--- config.mk ---
export PLATFORM = sky130hd
export DESIGN_NAME = rv_pipe_ctrl
export DESIGN_NICKNAME = d
export VERILOG_FILES = /design/src/rtl/rv_pipe_ctrl.sv
export SDC_FILE = /design/constraint.sdc
export NUM_CORES = 1
export LEC_CHECK = 0
export ABC_AREA = 1
export CAP_MARGIN = 10
export CORE_ASPECT_RATIO = 1.1
export CORE_MARGIN = 4
export CORE_UTILIZATION = 55
export CTS_CLUSTER_DIAMETER = 120
export DETAILED_ROUTE_END_ITERATION = 7
export GPL_ROUTABILITY_DRIVEN = 1
export PLACE_DENSITY = 0.95
export SLEW_MARGIN = 10
export SYNTH_ARGS = -nofsm -noshare
export SYNTH_HDL_FRONTEND = slang
export SYNTH_SLANG_ARGS = --single-unit
--- constraint.sdc ---
create_clock -name i_clk -period 4.4 [get_ports i_clk]
set_input_delay 0.44 -clock i_clk [delete_from_list [all_inputs] [get_ports i_clk]]
set_output_delay 0.44 -clock i_clk [all_outputs]
set_load 0.05 [all_outputs]
--- src/rtl/rv_pipe_ctrl.sv ---
// Hazard/stall controller for the 5-stage core: tracks rd state for Q102H..Q104H,
// drives stage readies, bubbles, flush and EX forwarding. `RV_FWD_EN enables forwarding.
module rv_pipe_ctrl #(
    parameter int STALL_CNT_W = 32
) (
    input  logic                   i_clk,
    input  logic                   i_rst,
    input  logic                   i_valid_Q101H,
    input  logic [4:0]             i_rs1_Q101H,
    input  logic [4:0]             i_rs2_Q101H,
    input  logic                   i_use_rs1_Q101H,
    input  logic                   i_use_rs2_Q101H,
    input  logic [4:0]             i_rd_Q101H,
    input  logic                   i_reg_write_Q101H,
    input  logic                   i_is_load_Q101H,
    input  logic                   i_is_mem_Q101H,
    input  logic                   i_branch_taken_Q102H,
    input  logic                   i_dmem_ready_Q103H,
    output logic                   o_ready_Q101H,
    output logic                   o_ready_Q102H,
    output logic                   o_ready_Q103H,
    output logic                   o_ready_Q104H,
    output logic                   o_flush_Q101H,
    output logic                   o_valid_Q102H,
    output logic                   o_valid_Q103H,
    output logic                   o_valid_Q104H,
    output logic [1:0]             o_fwd_sel1_Q102H,
    output logic [1:0]             o_fwd_sel2_Q102H,
    output logic [STALL_CNT_W-1:0] o_stall_cnt
);

    logic                   r_valid_q2, r_rw_q2, r_ld_q2, r_mem_q2, r_use1_q2, r_use2_q2;
    logic [4:0]             r_rd_q2, r_rs1_q2, r_rs2_q2;
    logic                   r_valid_q3, r_rw_q3, r_ld_q3, r_mem_q3;
    logic [4:0]             r_rd_q3;
    logic                   r_valid_q4, r_rw_q4, r_ld_q4, r_mem_q4;
    logic [4:0]             r_rd_q4;
    logic [STALL_CNT_W-1:0] r_stall_cnt;

    logic       w_ms, w_flush, w_hz_raw, w_hz;
    logic [1:0] w_fwd1, w_fwd2;
    logic       w_unused;

    function automatic logic f_match(input logic p_v, input logic p_rw, input logic [4:0] p_rd,
                                     input logic [4:0] rs, input logic use_rs);
        return p_v & p_rw & (p_rd != 5'd0) & (p_rd == rs) & use_rs;
    endfunction

    assign w_ms    = r_valid_q3 & r_mem_q3 & ~i_dmem_ready_Q103H;
    assign w_flush = i_branch_taken_Q102H & r_valid_q2 & ~w_ms;
    assign w_hz    = w_hz_raw & ~w_ms & ~w_flush;

`ifdef RV_FWD_EN
    // Only a load still in Q102H cannot be forwarded in time.
    assign w_hz_raw = i_valid_Q101H & r_ld_q2 &
                      (f_match(r_valid_q2, r_rw_q2, r_rd_q2, i_rs1_Q101H, i_use_rs1_Q101H) |
                       f_match(r_valid_q2, r_rw_q2, r_rd_q2, i_rs2_Q101H, i_use_rs2_Q101H));

    // Youngest producer wins: Q103H result before Q104H write-back data.
    always_comb begin
        w_fwd1 = 2'b00;
        w_fwd2 = 2'b00;
        if (f_match(r_valid_q3, r_rw_q3, r_rd_q3, r_rs1_q2, r_use1_q2)) begin
            w_fwd1 = 2'b01;
        end else if (f_match(r_valid_q4, r_rw_q4, r_rd_q4, r_rs1_q2, r_use1_q2)) begin
            w_fwd1 = 2'b10;
        end else begin
            w_fwd1 = 2'b00;
        end
        if (f_match(r_valid_q3, r_rw_q3, r_rd_q3, r_rs2_q2, r_use2_q2)) begin
            w_fwd2 = 2'b01;
        end else if (f_match(r_valid_q4, r_rw_q4, r_rd_q4, r_rs2_q2, r_use2_q2)) begin
            w_fwd2 = 2'b10;
        end else begin
            w_fwd2 = 2'b00;
        end
    end
`else
    // Without forwarding the consumer waits until the producer reaches Q104H.
    assign w_hz_raw = i_valid_Q101H &
                      (f_match(r_valid_q2, r_rw_q2, r_rd_q2, i_rs1_Q101H, i_use_rs1_Q101H) |
                       f_match(r_valid_q2, r_rw_q2, r_rd_q2, i_rs2_Q101H, i_use_rs2_Q101H) |
                       f_match(r_valid_q3, r_rw_q3, r_rd_q3, i_rs1_Q101H, i_use_rs1_Q101H) |
                       f_match(r_valid_q3, r_rw_q3, r_rd_q3, i_rs2_Q101H, i_use_rs2_Q101H));
    assign w_fwd1 = 2'b00;
    assign w_fwd2 = 2'b00;
`endif

    assign w_unused = ^{r_ld_q3, r_ld_q4, r_mem_q4, r_rd_q4, r_rw_q4,
                        r_rs1_q2, r_rs2_q2, r_use1_q2, r_use2_q2};

    // Stage enables and fetch flush, prioritised memory stall > flush > hazard.
    always_comb begin
        o_ready_Q101H = 1'b0;
        o_ready_Q102H = 1'b0;
        o_ready_Q103H = 1'b0;
        o_ready_Q104H = 1'b0;
        o_flush_Q101H = 1'b0;
        if (i_rst) begin
            o_ready_Q101H = 1'b0;
        end else if (w_ms) begin
            o_ready_Q104H = 1'b1;
        end else if (w_flush) begin
            o_flush_Q101H = 1'b1;
            o_ready_Q101H = 1'b1;
            o_ready_Q102H = 1'b1;
            o_ready_Q103H = 1'b1;
            o_ready_Q104H = 1'b1;
        end else if (w_hz) begin
            o_ready_Q102H = 1'b1;
            o_ready_Q103H = 1'b1;
            o_ready_Q104H = 1'b1;
        end else begin
            o_ready_Q101H = 1'b1;
            o_ready_Q102H = 1'b1;
            o_ready_Q103H = 1'b1;
            o_ready_Q104H = 1'b1;
        end
    end

    // Per-stage state shift, bubble insertion and stall counting.
    always_ff @(posedge i_clk or posedge i_rst) begin
        if (i_rst) begin
            {r_valid_q2, r_rw_q2, r_ld_q2, r_mem_q2, r_use1_q2, r_use2_q2} <= 6'd0;
            {r_rd_q2, r_rs1_q2, r_rs2_q2} <= 15'd0;
            {r_valid_q3, r_rw_q3, r_ld_q3, r_mem_q3, r_rd_q3} <= 9'd0;
            {r_valid_q4, r_rw_q4, r_ld_q4, r_mem_q4, r_rd_q4} <= 9'd0;
            r_stall_cnt <= {STALL_CNT_W{1'b0}};
        end else begin
            if (o_ready_Q102H) begin
                r_valid_q2 <= i_valid_Q101H & ~w_flush & ~w_hz;
                r_rd_q2    <= i_rd_Q101H;
                r_rw_q2    <= i_reg_write_Q101H;
                r_ld_q2    <= i_is_load_Q101H;
                r_mem_q2   <= i_is_mem_Q101H;
                r_rs1_q2   <= i_rs1_Q101H;
                r_rs2_q2   <= i_rs2_Q101H;
                r_use1_q2  <= i_use_rs1_Q101H;
                r_use2_q2  <= i_use_rs2_Q101H;
            end
            if (o_ready_Q103H) begin
                {r_valid_q3, r_rw_q3, r_ld_q3, r_mem_q3, r_rd_q3} <=
                    {r_valid_q2, r_rw_q2, r_ld_q2, r_mem_q2, r_rd_q2};
            end
            if (o_ready_Q104H) begin
                r_valid_q4 <= r_valid_q3 & ~w_ms;
                {r_rw_q4, r_ld_q4, r_mem_q4, r_rd_q4} <= {r_rw_q3, r_ld_q3, r_mem_q3, r_rd_q3};
            end
            if (w_hz) begin
                r_stall_cnt <= r_stall_cnt + {{(STALL_CNT_W-1){1'b0}}, 1'b1};
            end
        end
    end

    assign o_valid_Q102H    = r_valid_q2;
    assign o_valid_Q103H    = r_valid_q3;
    assign o_valid_Q104H    = r_valid_q4;
    assign o_fwd_sel1_Q102H = w_fwd1;
    assign o_fwd_sel2_Q102H = w_fwd2;
    assign o_stall_cnt      = r_stall_cnt;

endmodule

==> results.cfg, run 1 <==
[outcome]
status = complete, no violations

[logic_synthesis]
synth_simple_gate_area_share = 0.362
synth_common_cells = 178 x nand2_1, 49 x dfrtp_1, 32 x nor2_1
synthDistinctLibCells = 31
synth.avg_cell_area_sq_um = 7.25
synthMuxAreaShare = 0
synth_top_cell_by_area = dfrtp_1
synthAdderAreaFrac = 0.00407
synthCells = 424
synth_top_area_share = 0.399
synth_seq_cells = 49
yosysWarnings = 0
synth_area_leaders = dfrtp_1 40%, nand2_1 22%, xor2_1 7.4%
synth_compound_area_frac = 0.0301
yosysMostFrequentCell = nand2_1
synth_xor_area_frac = 0.128
synth_top_family_by_area = simple AND/OR/NAND/NOR gates
ys_seq_area_frac = 0.399
ys_async_sr_fraction = 1.00
synth-main-ff-cell = dfrtp_1
synth_edf_count = 0
netlist_area_sq_mm = 0.00307

[worst_setup_path]
cp-end-kind = output port
max_stage_delay_ns = 0.52
r2r_end = o_stall_cnt[30]
worstPathMaxFanout = 27
startpoint_type = input pin
r2r_slack_ns = 2.34
crit_path_start = i_rs2_Q101H[2]
worst_ep_arrival_time_ns = 2.41
ff2ff_path_depth = 12
cp.depth = 11
path_cells = clkdlybuf4s50_1 > xor2_1 > nor2_1 > nand3_1 > nand2_1 > nand2_1 > nand2_1 > nand2_1 > clkinv_2 > nor2_1 > buf_4
r2r_start = o_stall_cnt[0]
slowest_stage = clkdlybuf4s50_1
crit_end = o_ready_Q101H
cp_common_cell = nand2_1
required_ns = 3.96
crit_buf_inv = 3
critPathTopFamily = buffers and inverters
crit_type = input pin to output port

[global_routing]
grt_pass1_vias = 2912
grt_pass1_wl_mm = 13.2
grt_antenna_before_repair = 0
track_usage = 0.240
grt_start_max_net_pins = 50
grt_overflow = 0

[clock_tree]
cts.path.max_buffers = 2
post_cts_resized = 0
h-tree-depth = 2
clk_pin_slew_ns = 0.08
post_cts_buffers = 0
cts_buffers = 5
cts_root_buf = clkbuf_8
cts_tree = done
clock_sinks = 49
cts_hold_buffers = 0
insertion_delay_ns = 0.30

[timing]
report.final.slew_viol_count = 0
grt_setup_unrepaired = no
fin_tns_setup_ns = 0
fin_skew_ns = 0.00323
period_share = 0.647
setup_viol = 0
period_minus_slack_ns = 2.85
timing.slew.headroom = 0.582
fmax_mhz = 351
tightest_slew_ns = 0.627
finalHoldViolations = 0

[run]
max_cap_violations = 0

[place]
gp_congestion = 0.925
io_buffers = 63
dpl.hpwl_mm = 5.76

[final_layout]
fin_nets = 512
fin_util = 0.707
antenna_cells = 0
syn_to_final_growth_pct = 24.1
fill_cells = 441
final_layout_size_suffix_gt1_frac = 0.0513

[floorplanning]
dieArea_sq_mm = 0.00685
fp.dieW_um = 79.3
boundaryPins = 69
die_h_um = 86.4
core_sq_mm = 0.00540
rows = 28
initial_utilization = 0.570

[routing]
wl_per_cell_um = 13.6
drtAntennaViolNets = 0
route.detailed.drc = 0
drt-total-wl_mm = 7.66
drt_pass1_iterations = 4
vias_per_cell = 5.11
drt_iter0_drc = 287
route.vias.total = 2872

[hold_path]
worstHoldPathType = register to register

[power_and_ir_drop]
p_per_area_mw_per_mm2 = 250
power.leakage_uw = 0.00179
ir_worst_vdd_mv = 0.182
[flip-flops by register name (all words and copies together), names as in the netlist]
signal / cells
r_rd_q2: 5
o_valid_Q104H: 1
r_rd_q3: 5
r_mem_q3: 1
r_rw_q2: 1
r_mem_q2: 1
o_valid_Q103H: 1
o_valid_Q102H: 1
r_rw_q3: 1
o_stall_cnt: 32
[cell usage in the layout, fill, tap and decap left out]
cell / Yosys / layout
buf_4: 6 / 4
clkbuf_1: 3 / 3
clkbuf_8: 0 / 5
clkdlybuf4s50_1: 0 / 62
clkinv_1: 1 / 1
clkinv_2: 1 / 1
conb_1: 1 / 4
dfrtp_1: 49 / 49
ha_1: 1 / 1
inv_1: 31 / 30
inv_2: 3 / 4
nand2_1: 178 / 178
nand2_2: 1 / 1
nand3_1: 11 / 11
nand3_2: 2 / 2
nand3b_1: 3 / 3
nand4_1: 8 / 8
nor2_1: 32 / 32
nor2_2: 3 / 3
nor2_4: 2 / 2
nor3_1: 14 / 14
nor3_2: 1 / 1
nor3_4: 1 / 1
nor3b_1: 2 / 2
nor3b_2: 1 / 1
nor4_1: 1 / 1
o21a_1: 1 / 1
o21ai_0: 13 / 13
o21ai_1: 4 / 4
xnor2_1: 19 / 19
xor2_1: 26 / 26
[where the power goes]
group          internal [uW]  leakage, uW  switching [uW]
clock network            113    0.0000395             141
logic                   75.3      0.00109             117
registers                475     0.000658            33.4
total                    664      0.00179             292
[final cells by class]
class | count | area, sq um | area share
multi-input cells | 328 | 1630 | 0.427
flip-flops and latches | 49 | 1230 | 0.321
repair buffers | 66 | 651 | 0.171
inverters | 36 | 136 | 0.0357
well taps | 75 | 93.8 | 0.0246
clock buffers | 8 | 80.1 | 0.0210
[routing by layer]
metal / routed length [um] / share of wire / track usage / up-vias
met5: 0 / 0 / 0 / -
met4: 110 / 0.014 / 0.0672 / 0
met3: 415 / 0.054 / 0.0416 / 11
met2: 3850 / 0.50 / 0.406 / 91
met1: 3280 / 0.43 / 0.317 / 1341
li1: - / - / - / 1429
[cell families (layout without fill, tap and decap cells)]
logic type      Yosys count  count (layout)
compound gates           18              18
simple gates            260             260
flops                    49              49
other cells               1               4
buf+inv                  50             110
xor+xnor                 45              45
fa+ha+maj                 1               1
[worst min-delay path, cell delays in order (launching register included)]
cell     delay (ns)
dfrtp_1        0.35
nand2_1        0.05
o21ai_0        0.06
[worst min path at each step]
stage	to	slack (ns)	start	cells after the start
2_1_floorplan	r_rw_q3	0.44	r_rw_q3	2
3_3_place_gp	r_rw_q3	0.46	r_rw_q3	2
3_5_place_dp	r_rw_q3	0.47	r_rw_q3	2
4_1_cts	r_rw_q3	0.49	r_rw_q3	2
5_1_grt	r_rw_q3	0.52	r_rw_q3	2
6_report	o_valid_Q104H	0.50	o_valid_Q104H	2
[per-stage QoR]
stage	cell area, sq um	worst slack, ns	total power (uW)	hold slack [ns]	cells
floorplan	3080	1.84	638	0.442	427
global placement	3730	1.64	699	0.456	554
detailed placement	3730	1.55	708	0.474	554
CTS	3810	1.54	959	0.494	562
global route	3810	1.35	998	0.520	562
finish	3810	1.55	955	0.498	562
Power figures use the tool's default switching activity.
==> inputs of run 2 (changes only) <==
Settings changed: CORE_UTILIZATION 55 to 46, PLACE_DENSITY 0.95 to 0.89.
Clock period 4.4 ns to 2.3 ns, I/O delays scaled along.
==> run 2 against run 1 <==
Net effect:
- combinational power rose by 100%
- routed wire length fell by 1.2%
- clock power rose by 150%
- count of clock-buffer cells in the layout fell by 3
- power rose by 110%
- register-to-register slack got worse by 2.0 ns
- die area rose by 18%
- critical path type is now register to output port
- largest power group unchanged
==> results.cfg, run 2 (synthesized netlist as in run 1, its figures left out) <==
[outcome]
status = complete, no violations

[worst_setup_path]
startpoint_type = register
worst_ep_arrival_time_ns = 1.92
crit_end = o_ready_Q101H
crit_type = register to output port
required_ns = 2.07
r2r_start = o_stall_cnt[1]
crit_path_start = r_rd_q3[0]
worstPathMaxFanout = 4
cp-end-kind = output port
r2r_end = o_stall_cnt[30]
ff2ff_path_depth = 12
r2r_slack_ns = 0.31

[final_layout]
fin_nets = 514
antenna_cells = 0
final_common_cell = nand2_1
multi_input_area_sq_mm = 0.00163
mostFrequentLayoutCells = 178 x nand2_1, 58 x clkdlybuf4s50_1, 49 x dfrtp_1, 31 x nor2_1, 30 x inv_1
largest_register_ff_count = 32
regArea_sq_mm = 0.00123
fill_cells = 540
syn_to_final_growth_pct = 27.8
fin_util = 0.619
final_layout_size_suffix_gt1_frac = 0.0716

[global_routing]
track_usage = 0.199
grt_pass1_wl_mm = 13.2
grt_pass1_vias = 2905
grt_antenna_before_repair = 0
grt_start_max_net_pins = 50
grt_overflow = 0

[place]
io_buffers = 63
dpl.hpwl_mm = 5.81
gp_congestion = 0.926

[timing]
grt_setup_unrepaired = no
finalHoldWorstSlack_ns = 0.469
fmax_mhz = 466
tightest_slew_ns = 0.624
setup_viol = 0
finalHoldViolations = 0
period_share = 0.933
fin_skew_ns = 0.00893
period_minus_slack_ns = 2.15
report.final.slew_viol_count = 0
timing.slew.headroom = 0.584
fin_tns_setup_ns = 0

[routing]
drt_pass1_iterations = 5
wl_per_cell_um = 13.3
route.detailed.drc = 0
drtAntennaViolNets = 0
route.vias.total = 2854
vias_per_cell = 5.02
drt_iter0_drc = 176
drt-total-wl_mm = 7.57

[power_and_ir_drop]
p_per_area_mw_per_mm2 = 504
power.leakage_uw = 0.00184
power.total_uw = 1980
ir_worst_vdd_mv = 0.266

[clock_tree]
h-tree-depth = 2
insertion_delay_ns = 0.31
cts.path.max_buffers = 2
cts_root_buf = clkbuf_8
post_cts_resized = 0
cts_hold_buffers = 0
cts_buffers = 5
clk_pin_slew_ns = 0.09
post_cts_buffers = 0
clock_sinks = 49
cts_tree = done

[hold_path]
worstHoldPathType = input pin to register

[floorplanning]
initial_utilization = 0.484
dieArea_sq_mm = 0.00805
core_sq_mm = 0.00634
boundaryPins = 69
die_h_um = 93.7
rows = 30
fp.dieW_um = 85.9

[run]
max_cap_violations = 0
-- run 2: through the flow --
| step | worst slack, ns | area, sq um | instances |
|---|---|---|---|
| 6_report | 0.155 | 3930 | 569 |
| 5_1_grt | 0.0323 | 3930 | 569 |
| 4_1_cts | 0.132 | 3930 | 569 |
| 3_5_place_dp | 0.231 | 3810 | 561 |
| 3_3_place_gp | 0.337 | 3810 | 561 |
| 2_1_floorplan | 0.151 | 3090 | 427 |
-- run 2: cell type report --
class,instances,area share
timing repair buffer,68,0.183
sequential,49,0.312
tap,80,0.0255
clock inverter,3,0.0118
clock buffer,5,0.0175
inverter,36,0.0347
multi-input combinational,328,0.415
-- run 2: worst max-delay path, stage by stage (launching register included) --
cell,delay (ns)
dfrtp_1,0.45
nor2_1,0.13
nand3_1,0.07
nand2_1,0.10
inv_1,0.05
nand3_1,0.07
nand2_1,0.06
nand2_1,0.06
nand2_1,0.10
nand2_1,0.14
clkinv_2,0.08
nor2_2,0.13
buf_12,0.15
-- run 2: worst min-delay path by stage --
stage / from / to / cells past startpoint
finish: i_is_mem_Q101H / r_mem_q2 / 3
global route: i_reg_write_Q101H / r_rw_q2 / 3
CTS: i_reg_write_Q101H / r_rw_q2 / 3
detailed placement: r_mem_q2 / r_mem_q2 / 2
global placement: r_mem_q2 / r_mem_q3 / 2
floorplan: i_is_mem_Q101H / r_mem_q2 / 2
-- run 2: power by group --
part,switching [uW],internal (uW),leakage [uW],total (uW)
logic,227,157,0.00113,384
registers,61.0,909,0.000658,970
clock network,301,326,0.0000543,627
total,589,1390,0.00184,1980
-- run 2: metal layers --
metal	vias up	track usage	part of all wire
met5	-	0	0
met1	1313	0.262	0.45
met2	85	0.325	0.47
met4	0	0.0858	0.032
li1	1432	-	-
met3	24	0.0298	0.044
==> inputs of run 3 (changes only) <==
Settings changed: CORE_UTILIZATION 46 to 51, PLACE_DENSITY 0.89 to 0.93.
Clock period 2.3 ns to 2.1 ns, I/O delays scaled along.
==> run 3 against run 2 <==
Net effect:
- via count rose by 3.7%
- first-iteration DRC count rose by 46%
- register-to-register slack got worse by 0.10 ns
- power rose by 3.3%
- sequential power rose by 11%
- cell area rose by 0.61%
- utilization rose by 6.1 points
- sequential share of layout area fell by 0.093 points
- largest power group unchanged
- die area fell by 9.0%
- worst setup slack got worse by 0.029 ns
- count of clock-buffer cells in the layout rose by 1
- combinational power rose by 12%
==> results.cfg, run 3 (synthesized netlist as in run 1, its figures left out) <==
[floorplanning]
boundaryPins = 69
initial_utilization = 0.529
die_h_um = 89.4
core_sq_mm = 0.00581
fp.dieW_um = 82.0
rows = 29
dieArea_sq_mm = 0.00733

[clock_tree]
clk_pin_slew_ns = 0.08
cts.path.max_buffers = 2
cts_tree = done
insertion_delay_ns = 0.30
h-tree-depth = 2
clock_sinks = 49
cts_buffers = 5
cts_root_buf = clkbuf_8

[place]
dpl.hpwl_mm = 6.02
placed_area_sq_mm = 0.00383
pre_cts_ws_ns = 0.0718
io_buffers = 63
gp_congestion = 0.985

[worst_setup_path]
worstPathMaxFanout = 4
crit_end = o_ready_Q101H
worst_ep_arrival_time_ns = 1.76
crit_path_start = r_rd_q3[0]
crit_type = register to output port
r2r_end = o_stall_cnt[30]
required_ns = 1.89
r2r_start = o_stall_cnt[1]
cp-end-kind = output port
r2r_slack_ns = 0.21
ff2ff_path_depth = 12
startpoint_type = register

[timing]
report.final.slew_viol_count = 0
finalWorstSetupSlack_ns = 0.125
setup_viol = 0
fin_skew_ns = 0.00474
timing.slew.headroom = 0.598
fmax_mhz = 506
tightest_slew_ns = 0.603
finalHoldViolations = 0
period_minus_slack_ns = 1.97
period_share = 0.940

[final_layout]
fin_util = 0.680
fin_area_sq_mm = 0.00395
largest_register_ff_count = 32
final_common_cell = nand2_1
mostFrequentLayoutCells = 175 x nand2_1, 58 x clkdlybuf4s50_1, 46 x dfrtp_1, 29 x nor2_1, 29 x inv_1
final_layout_size_suffix_gt1_frac = 0.0974
fin_nets = 518
antenna_cells = 0
syn_to_final_growth_pct = 28.5

[routing]
vias_per_cell = 5.19
drtAntennaViolNets = 0
drt_pass1_iterations = 4
drt_iter0_drc = 257
route.vias.total = 2960
route.detailed.drc = 0
wl_per_cell_um = 13.9
drt-total-wl_mm = 7.90

[global_routing]
grt_start_max_net_pins = 50
grt_antenna_before_repair = 0
track_usage = 0.229
grt_overflow = 0
grt_pass1_wl_mm = 13.0
grt_pass1_vias = 2881

[power_and_ir_drop]
p_per_area_mw_per_mm2 = 518
power.leakage_uw = 0.00186
ir_worst_vdd_mv = 0.581

[run]
max_cap_violations = 0

[outcome]
status = complete, no violations

[hold_path]
worstHoldPathType = input pin to register
==> run 3: area by class of cell <==
cell class	instances	area, sq um
Fill cell	463	1860
Multi-Input combinational cell	328	1660
Sequential cell	49	1230
Timing Repair Buffer	72	748
Inverter	36	138
Tap cell	77	96.3
Clock buffer	6	72.6
Clock inverter	2	10.0
==> run 3: critical path, cell delays in order, from the launching register on <==
cell	delay [ns]
dfrtp_1	0.46
nor2_2	0.14
nand3_1	0.09
nand2_2	0.08
inv_1	0.05
nand3_1	0.07
nand2_1	0.05
nand2_1	0.06
nand2_2	0.08
nand2_4	0.08
inv_4	0.05
nor2_4	0.10
buf_12	0.14
==> run 3: through the flow <==
| step | total power (uW) | setup TNS [ns] | hold slack (ns) | cells |
|---|---|---|---|---|
| after floorplan | 1340 | -0.0496 | 0.327 | 427 |
| after global routing | 2140 | -0.0140 | 0.458 | 570 |
| after global placement | 1490 | 0 | 0.457 | 561 |
| final | 2040 | 0 | 0.446 | 570 |
| after CTS | 2040 | 0 | 0.448 | 569 |
| after detailed placement | 1510 | 0 | 0.463 | 561 |
==> run 3: worst min-delay path by stage <==
stage	start	to	cells after the start
final	i_is_mem_Q101H	r_mem_q2	3
after global routing	i_is_mem_Q101H	r_mem_q2	3
after CTS	i_is_mem_Q101H	r_mem_q2	3
after detailed placement	r_mem_q2	r_mem_q2	2
after global placement	r_rw_q3	r_rw_q3	2
after floorplan	i_is_mem_Q101H	r_mem_q2	2
==> run 3: routing by layer <==
layer | global-route usage | share of wire | routed length (um) | up-vias
li1 | - | - | - | 1444
met1 | 0.278 | 0.40 | 3130 | 1376
met2 | 0.408 | 0.52 | 4130 | 121
met3 | 0.0433 | 0.062 | 493 | 19
met4 | 0.0695 | 0.018 | 145 | 0
met5 | 0 | 0 | 0 | -
==> run 3: where the power goes <==
| part | switching, uW | internal [uW] | total, uW |
|---|---|---|---|
| Combinational | 251 | 177 | 429 |
| Sequential | 77.3 | 998 | 1080 |
| Clock | 309 | 231 | 540 |
==> run 3: timing repair <==
action / in CTS / in global routing
hold buffers: 0 / 0
gates resized for setup: 0 / 12
setup endpoints to repair: 0 / 2
setup buffers: 0 / 2
